`config.mk`:
```
export PLATFORM = sky130hd
export DESIGN_NAME = return_stack
export DESIGN_NICKNAME = d
export VERILOG_FILES = /design/src/rtl/return_stack.sv
export SDC_FILE = /design/constraint.sdc
export NUM_CORES = 1
export LEC_CHECK = 0
export CAP_MARGIN = 5
export CORE_ASPECT_RATIO = 0.9
export CORE_MARGIN = 2
export CORE_UTILIZATION = 50
export DETAILED_ROUTE_END_ITERATION = 10
export GPL_TIMING_DRIVEN = 0
export PLACE_DENSITY = 0.75
export SYNTH_ARGS = -nofsm -noshare
export SYNTH_HDL_FRONTEND = slang
export SYNTH_SLANG_ARGS = --single-unit
```
`constraint.sdc`:
```
create_clock -name clk -period 2.5 [get_ports clk]
set_input_delay 0.5 -clock clk [delete_from_list [all_inputs] [get_ports clk]]
set_output_delay 0.5 -clock clk [all_outputs]
set_load 0.1 [all_outputs]
```
`src/rtl/return_stack.sv`:
```
// return_stack: hardware return-address stack for the PC stack-return path.
//   CALL pushes the CALL's own PC, interrupt entry pushes the resume PC and
//   RET/RETI pop it. A pop drives the jump outputs in the same cycle, so the
//   PC loads the return address on the next edge. This block also owns the
//   global interrupt-enable flag.
//
// Parameters: W (address width = PC width), DEPTH (entries, >= 2).
// Optional feature macro: RSTACK_TAG_CHECK_EN. When it is defined, each entry
//   carries a CALL/INT tag, and a RET/RETI that does not match its tag sets err_tag.
//
// Ports:
//   clk, rst                 clock (rising edge), synchronous active-high reset
//   push_call, push_int      push requests; pc_in is the address to push
//   pop_ret, pop_reti        pop requests (both together act as RETI)
//   ret_addr                 top of stack (0 when empty)
//   skok_pc, skok_pc_stos    PC jump / stack-select, asserted when a pop is accepted
//   reti_int_en              accepted RETI (PC adds no +1)
//   int_en                   global interrupt enable
//   depth_cnt, full, empty   occupancy
//   err_ovf, err_udf, err_tag sticky error flags, cleared only by rst
module return_stack #(
  parameter int unsigned W     = 8,
  parameter int unsigned DEPTH = 8
) (
  input  logic                         clk,
  input  logic                         rst,
  input  logic                         push_call,
  input  logic                         push_int,
  input  logic                         pop_ret,
  input  logic                         pop_reti,
  input  logic [W-1:0]                 pc_in,
  output logic [W-1:0]                 ret_addr,
  output logic                         skok_pc,
  output logic                         skok_pc_stos,
  output logic                         reti_int_en,
  output logic                         int_en,
  output logic [$clog2(DEPTH+1)-1:0]   depth_cnt,
  output logic                         full,
  output logic                         empty,
  output logic                         err_ovf,
  output logic                         err_udf,
  output logic                         err_tag
);

  localparam int unsigned SPW = $clog2(DEPTH + 1);
  localparam int unsigned AW  = $clog2(DEPTH);

  logic [W-1:0]   r_mem [DEPTH];
  logic [SPW-1:0] r_depth;
  logic           r_int_en;
  logic           r_err_ovf;
  logic           r_err_udf;

  logic           w_push;
  logic           w_pop;
  logic           w_empty;
  logic           w_full;
  logic           w_pop_acc;
  logic           w_push_acc;
  logic [AW-1:0]  w_top_idx;
  logic [AW-1:0]  w_wr_idx;

  // Request decode and acceptance
  assign w_push     = push_call | push_int;
  assign w_pop      = pop_ret | pop_reti;
  assign w_empty    = (r_depth == '0);
  assign w_full     = (r_depth == SPW'(DEPTH));
  assign w_pop_acc  = w_pop & ~w_empty;
  // An accepted pop frees the top slot, so a push in the same cycle replaces it even when full
  assign w_push_acc = w_push & (~w_full | w_pop_acc);
  assign w_top_idx  = AW'(r_depth - SPW'(1));
  assign w_wr_idx   = w_pop_acc ? w_top_idx : AW'(r_depth);

  // Pop-side outputs, combinational from registered state
  assign ret_addr     = w_empty ? '0 : r_mem[w_top_idx];
  assign skok_pc      = w_pop_acc;
  assign skok_pc_stos = w_pop_acc;
  assign reti_int_en  = w_pop_acc & pop_reti;

  assign depth_cnt = r_depth;
  assign full      = w_full;
  assign empty     = w_empty;
  assign int_en    = r_int_en;
  assign err_ovf   = r_err_ovf;
  assign err_udf   = r_err_udf;

  // Stack storage, deliberately not cleared by reset
  always_ff @(posedge clk) begin
    if (!rst && w_push_acc) begin
      r_mem[w_wr_idx] <= pc_in;
    end
  end

  // Occupancy, interrupt enable and sticky error flags
  always_ff @(posedge clk) begin
    if (rst) begin
      r_depth   <= '0;
      r_int_en  <= 1'b1;
      r_err_ovf <= 1'b0;
      r_err_udf <= 1'b0;
    end else begin
      if (w_push_acc && !w_pop_acc) begin
        r_depth <= r_depth + SPW'(1);
      end else if (w_pop_acc && !w_push_acc) begin
        r_depth <= r_depth - SPW'(1);
      end

      // Any interrupt entry, even a dropped one, masks interrupts and wins over RETI
      if (push_int) begin
        r_int_en <= 1'b0;
      end else if (w_pop_acc && pop_reti) begin
        r_int_en <= 1'b1;
      end

      // Simultaneous CALL and INT: only the INT is stored, the CALL counts as lost
      if ((w_push && !w_push_acc) || (push_call && push_int)) begin
        r_err_ovf <= 1'b1;
      end
      if (w_pop && w_empty) begin
        r_err_udf <= 1'b1;
      end
    end
  end

`ifdef RSTACK_TAG_CHECK_EN
  // Per-entry origin tag: 0 = CALL, 1 = INT
  logic r_tag [DEPTH];
  logic r_err_tag;

  always_ff @(posedge clk) begin
    if (!rst && w_push_acc) begin
      r_tag[w_wr_idx] <= push_int;
    end
  end

  // RET must pop a CALL entry and RETI an INT entry; the pop itself is not blocked
  always_ff @(posedge clk) begin
    if (rst) begin
      r_err_tag <= 1'b0;
    end else if (w_pop_acc && (r_tag[w_top_idx] != pop_reti)) begin
      r_err_tag <= 1'b1;
    end
  end

  assign err_tag = r_err_tag;
`else
  assign err_tag = 1'b0;
`endif

endmodule

```
# Word-level counts from Yosys, hierarchy flattened
# Memory sizes are Yosys's and may differ from the RTL's.
# Index checks and enable logic that the tools add are counted.
totals:
  word_cells: 38
  reg_bits: 7
  ram_bits: 64
  mem_bits_ro: 0
  mem_count: 1
  output_inout_bits: 21
  inputBits: 14
  latchBits: 0
classes:
  div_mod_pow: 0
  bitwise: 8
  eq_ne: 1
  mul: 0
  reduce_logical: 14
  order_cmp: 0
  shift: 0
  n_mux: 8
  n_addsub: 2
mem_list:
  columns: ["name", "words", "width", "rd", "rd_ports_with_merged_regs", "wr", "line", "rtl"]
  rows:
  - ["r_mem", 8, 8, 1, 0, 1, "48", "logic [W-1:0] r_mem [DEPTH];"]
ops:
  columns: ["cell", "n"]
  rows:
  - ["4-bit two-way mux", 2]
  - ["8-bit two-way mux", 1]
  - ["1-bit logical AND", 7]
  - ["4-bit by 1-bit adder with 4-bit output, second input constant", 1]
  - ["4-bit equality test, second input constant", 1]
  - ["4-bit logical NOT", 1]
  - ["1-bit two-way mux", 4]
  - ["2-bit nonzero test", 2]
  - ["4-bit by 1-bit subtractor with 4-bit output, second input constant", 1]
  - ["1-bit AND", 3]
  - ["1-bit logical NOT", 3]
  - ["3-bit two-way mux", 1]
  - ["1-bit OR", 3]
  - ["1-bit inverter", 2]
  - ["1-bit logical OR", 1]

# Depth between registers and ports, before layout
depth:
  ltp_word: 9
  depth_mapped: 14
  ltp_nobuf: 11

# Worst setup path before layout
# OpenSTA, ideal clock, no wires.
synth_timing:
  kind: "reg-to-reg"
  from: "reg r_depth[0], in the netlist depth_cnt[0]"
  to: "reg r_depth[3], in the netlist depth_cnt[3]"
  slack_ns: -2.531
  required_ns: 2.383
  arrival_time_ns: 4.914
  n_path_buf: 3
  stages_incl_launch_ff: 15
  synth_period_minus_slack_ns: 5.031
  setup_time_ns: 0.117
  cell_sequence: "dfxtp_1 buf_6 buf_4 buf_6 inv_1 ha_1 or3b_4 clkinv_4 nor2_1 inv_1 ha_1 or4_1 a21oi_2 xnor2_1 nor2_1"
synth_via:
  elab_chain_len: 8
  elab_cells_between_ends: 16
  cone_classes: "2 x add/sub; 1 x eq/ne; 2 x mux; 5 x bitwise; 6 x reduce/logical"
synth_lines:
  columns: ["element", "line", "rtl"]
  rows:
  - ["start: declaration", "49", "logic [SPW-1:0] r_depth;"]
  - ["start signal: assignment", "103", "r_depth <= r_depth + SPW'(1);"]
  - ["start signal: assignment", "105", "r_depth <= r_depth - SPW'(1);"]
  - ["4-bit logical NOT *", "66", "assign w_empty = (r_depth == '0);"]
  - ["net empty", "39", "output logic empty,"]
  - ["1-bit inverter *", "68", "assign w_pop_acc = w_pop & ~w_empty;"]
  - ["1-bit AND *", "68", null]
  - ["net skok_pc", "33", "output logic skok_pc,"]
  - ["1-bit OR", "70", "assign w_push_acc = w_push & (~w_full | w_pop_acc);"]
  - ["1-bit AND", "70", null]
  - ["1-bit logical NOT", "104", "end else if (w_pop_acc && !w_push_acc) begin"]
  - ["1-bit logical AND", "104", null]
  - ["2-bit nonzero test (no source line)", null, null]
# Mark *: on every way through the listed nets, which the timed path passes. The rest lies on a longest branch. The select of a mux whose other input is x is not followed.
# A chain may end at the register's enable or synchronous reset.

# Worst setup path after layout
layout_timing:
  from: "reg r_depth[0], in the netlist depth_cnt[0]"
  to: "out ret_addr[0]"
layout_via:
  elab_chain_len: 3
  elab_cells_between_ends: 4
  cone_classes: "1 x add/sub; 1 x mux; 1 x reduce/logical; 1 x memory"
layout_lines:
  columns: ["element", "line", "rtl"]
  rows:
  - ["4-bit by 1-bit subtractor with 4-bit output", null, null]
  - ["memory read 8 x 8 bit", null, null]
  - ["8-bit two-way mux *", "75", "assign ret_addr = w_empty ? '0 : r_mem[w_top_idx];"]
  - ["end: declaration", "32", "output logic [W-1:0] ret_addr,"]
# Every way passes the cells marked *; elsewhere a longest branch is shown, timed or not.

==> flow_summary.ini <==
[synthesis]
yosys_warnings = 0
ys_types = 41
synth-seq-cells = 71
async_flop_share = 0
synth_edf_count = 64
syn_nets = 187
synth_area_per_cell_um2 = 17.6
yosysSeqAreaShare = 0.690
synth_cells = 170
syn_area_um2 = 2990
ys.flop_type = edfxtp_1

[die]
ioPinCount = 35
die_area_um2 = 6610
fp.dieW_um = 85.5
initial_core_util = 0.522
die_y_um = 77.3
core_um2 = 5730
rows = 26

[run]
cap_viol_max_count = 0

[worst_setup_path]
regToRegSetupSlack_ps = -70
arrival_ps = 2210
end_kind = primary output
crit_type = reg -> out
critical_path.max_fanout = 5
required_ps = 2000
start_kind = register

[min_path]
hold_path.class = reg -> reg

[sta]
finalCritPeriodShare = 1.08
report.final.slew_viol_count = 0
tightest_slew_ps = 990
clock_skew_ps = 11.0
hold_viol_final = 0
fmaxAchievable_ghz = 0.370
setup_tns_ps = -1770
setup_ws_ps = -206
relSlewSlack = 0.343
min_period_ps = 2710
rsz0062_at_grt = yes
setup_violations = 14

[layout]
antenna_cells = 0
nNetsFinal = 252
syn2layout_area_growth_pct = 40.7
layout-drive-gt1-share = 0.446

[route]
remaining_drc_errors = 0
dr.pass1.iters = 4
routed_wl_um = 6480
dr_total_vias = 1774
ant_nets = 0
drt_iter0_markers = 186
wire_per_inst_um = 20.9
viasPerCell = 5.72

[global_routing]
grt.total_usage = 0.208
grt_pass1_wl_um = 9920
antenna_found_initial = 0
grt_max_degree = 14
grt.overflow.total = 0
grt_pass1_vias = 1804

[cts]
clockBufferDepth = 2
cts_sinks = 71
cts_tree = built
clk_pin_slew_ps = 80
clk_latency_ps = 340
cts_root_buf = clkbuf_8
cts_buffers = 9
cts-htree-levels = 3

[place]
dp_hpwl_um = 3820
port_buffers = 33
gp_congestion = 0.760

[outcome]
violations = setup timing
outcome = finished with violations
[state kept, by name (all words and copies together), names as in the netlist]
| register | flops |
|---|---|
| depth_cnt | 4 |
| err_ovf | 1 |
| err_udf | 1 |
| int_en | 1 |
| r_mem | 64 |
[metal layers]
layer / GRT usage / vias to the layer above / wire length, µm
li1: - / 818 / -
met1: 0.279 / 893 / 2760
met2: 0.332 / 58 / 3220
met3: 0.0649 / 5 / 436
met4: 0.0603 / 0 / 51
met5: 0 / - / 0
[final timing paths]
path                startpoint           end  cells after the start
hold / removal         err_udf       err_udf                      2
setup / recovery  depth_cnt[0]   ret_addr[0]                     10
hold reg to reg        err_udf       err_udf                      2
setup reg to reg  depth_cnt[0]  depth_cnt[3]                     14
[cell usage after synthesis, types with 2 or more instances]
library cell / number / area (µm²)
edfxtp_1: 64 / 1920
nor2_1: 18 / 67.6
mux4_2: 9 / 203
a22o_1: 8 / 70.1
dfxtp_1: 7 / 140
mux4_1: 7 / 184
a21oi_1: 4 / 20.0
buf_2: 4 / 20.0
a211oi_1: 3 / 22.5
a31oi_1: 3 / 18.8
buf_4: 3 / 22.5
ha_1: 3 / 37.5
inv_1: 3 / 11.3
buf_6: 2 / 22.5
nand3_1: 2 / 10.0
nor3_1: 2 / 10.0
nor4_1: 2 / 12.5
xnor2_1: 2 / 17.5
xor2_1: 2 / 17.5
[critical path, cell delays in order, from the launching register on]
cell and delay [ps]:
dfxtp_4 370, buf_12 120, buf_12 120, clkinv_8 40, ha_4 140, or3b_4 430, clkinv_8 70, nor2_4 30
buf_6 150, a22o_4 230, buf_12 160
[area by class of cell]
type                            count  area [µm²]
Buffer                              8        90.1
Clock buffer                       10         128
Clock inverter                      6        46.3
Fill cell                         334        1520
Inverter                            4        40.0
Multi-Input combinational cell     85        1060
Sequential cell                    71        2070
Tap cell                           70        87.6
Timing Repair Buffer               56         681
[cell usage in the layout (no fill, tap or decap), drive strengths merged, types with 5 or more instances in the layout]
cell type      synthesis  final
clkdlybuf4s50          0     19
clkinv                 1      5
clkbuf                 1     13
nor2                  19     19
buf                    9     41
a21oi                  5      5
a22o                   8      8
mux4                  16     16
dfxtp                  7      7
edfxtp                64     64
[stage by stage]
step                      area, µm²  instances  hold WS (ps)  setup slack, ps  utilization
final                          4210        310           478             -206        0.734
after floorplan                3200        170           562             -780            -
after CTS                      4020        299           478             -254        0.703
after global routing           4210        310           502             -274        0.734
after detailed placement       3620        273           461            -1140        0.632
after global placement         3620        273           453            -1110        0.632
[what timing repair did]
action / in CTS / in global routing
endpoints found under the setup margin: 78 / 47
buffers inserted: 12 / 11
hold buffers: 0 / 0
resized for setup: 118 / 14
pin swaps: 9 / 6
[cells by family after synthesis]
group	count (synthesis)	synth area share
other	1	0.00126
adder cells (fa/ha/maj)	3	0.0126
flip-flops	71	0.690
buffers and inverters	14	0.0297
AND/OR/NAND/NOR	35	0.0586
XOR/XNOR	4	0.0117
AO/OA/AOI/OAI	25	0.0632
multiplexers	17	0.133
Power is left out: the tool's default activity adds up to more than one toggle a clock period on the data nets, which glitch-free logic cannot reach.
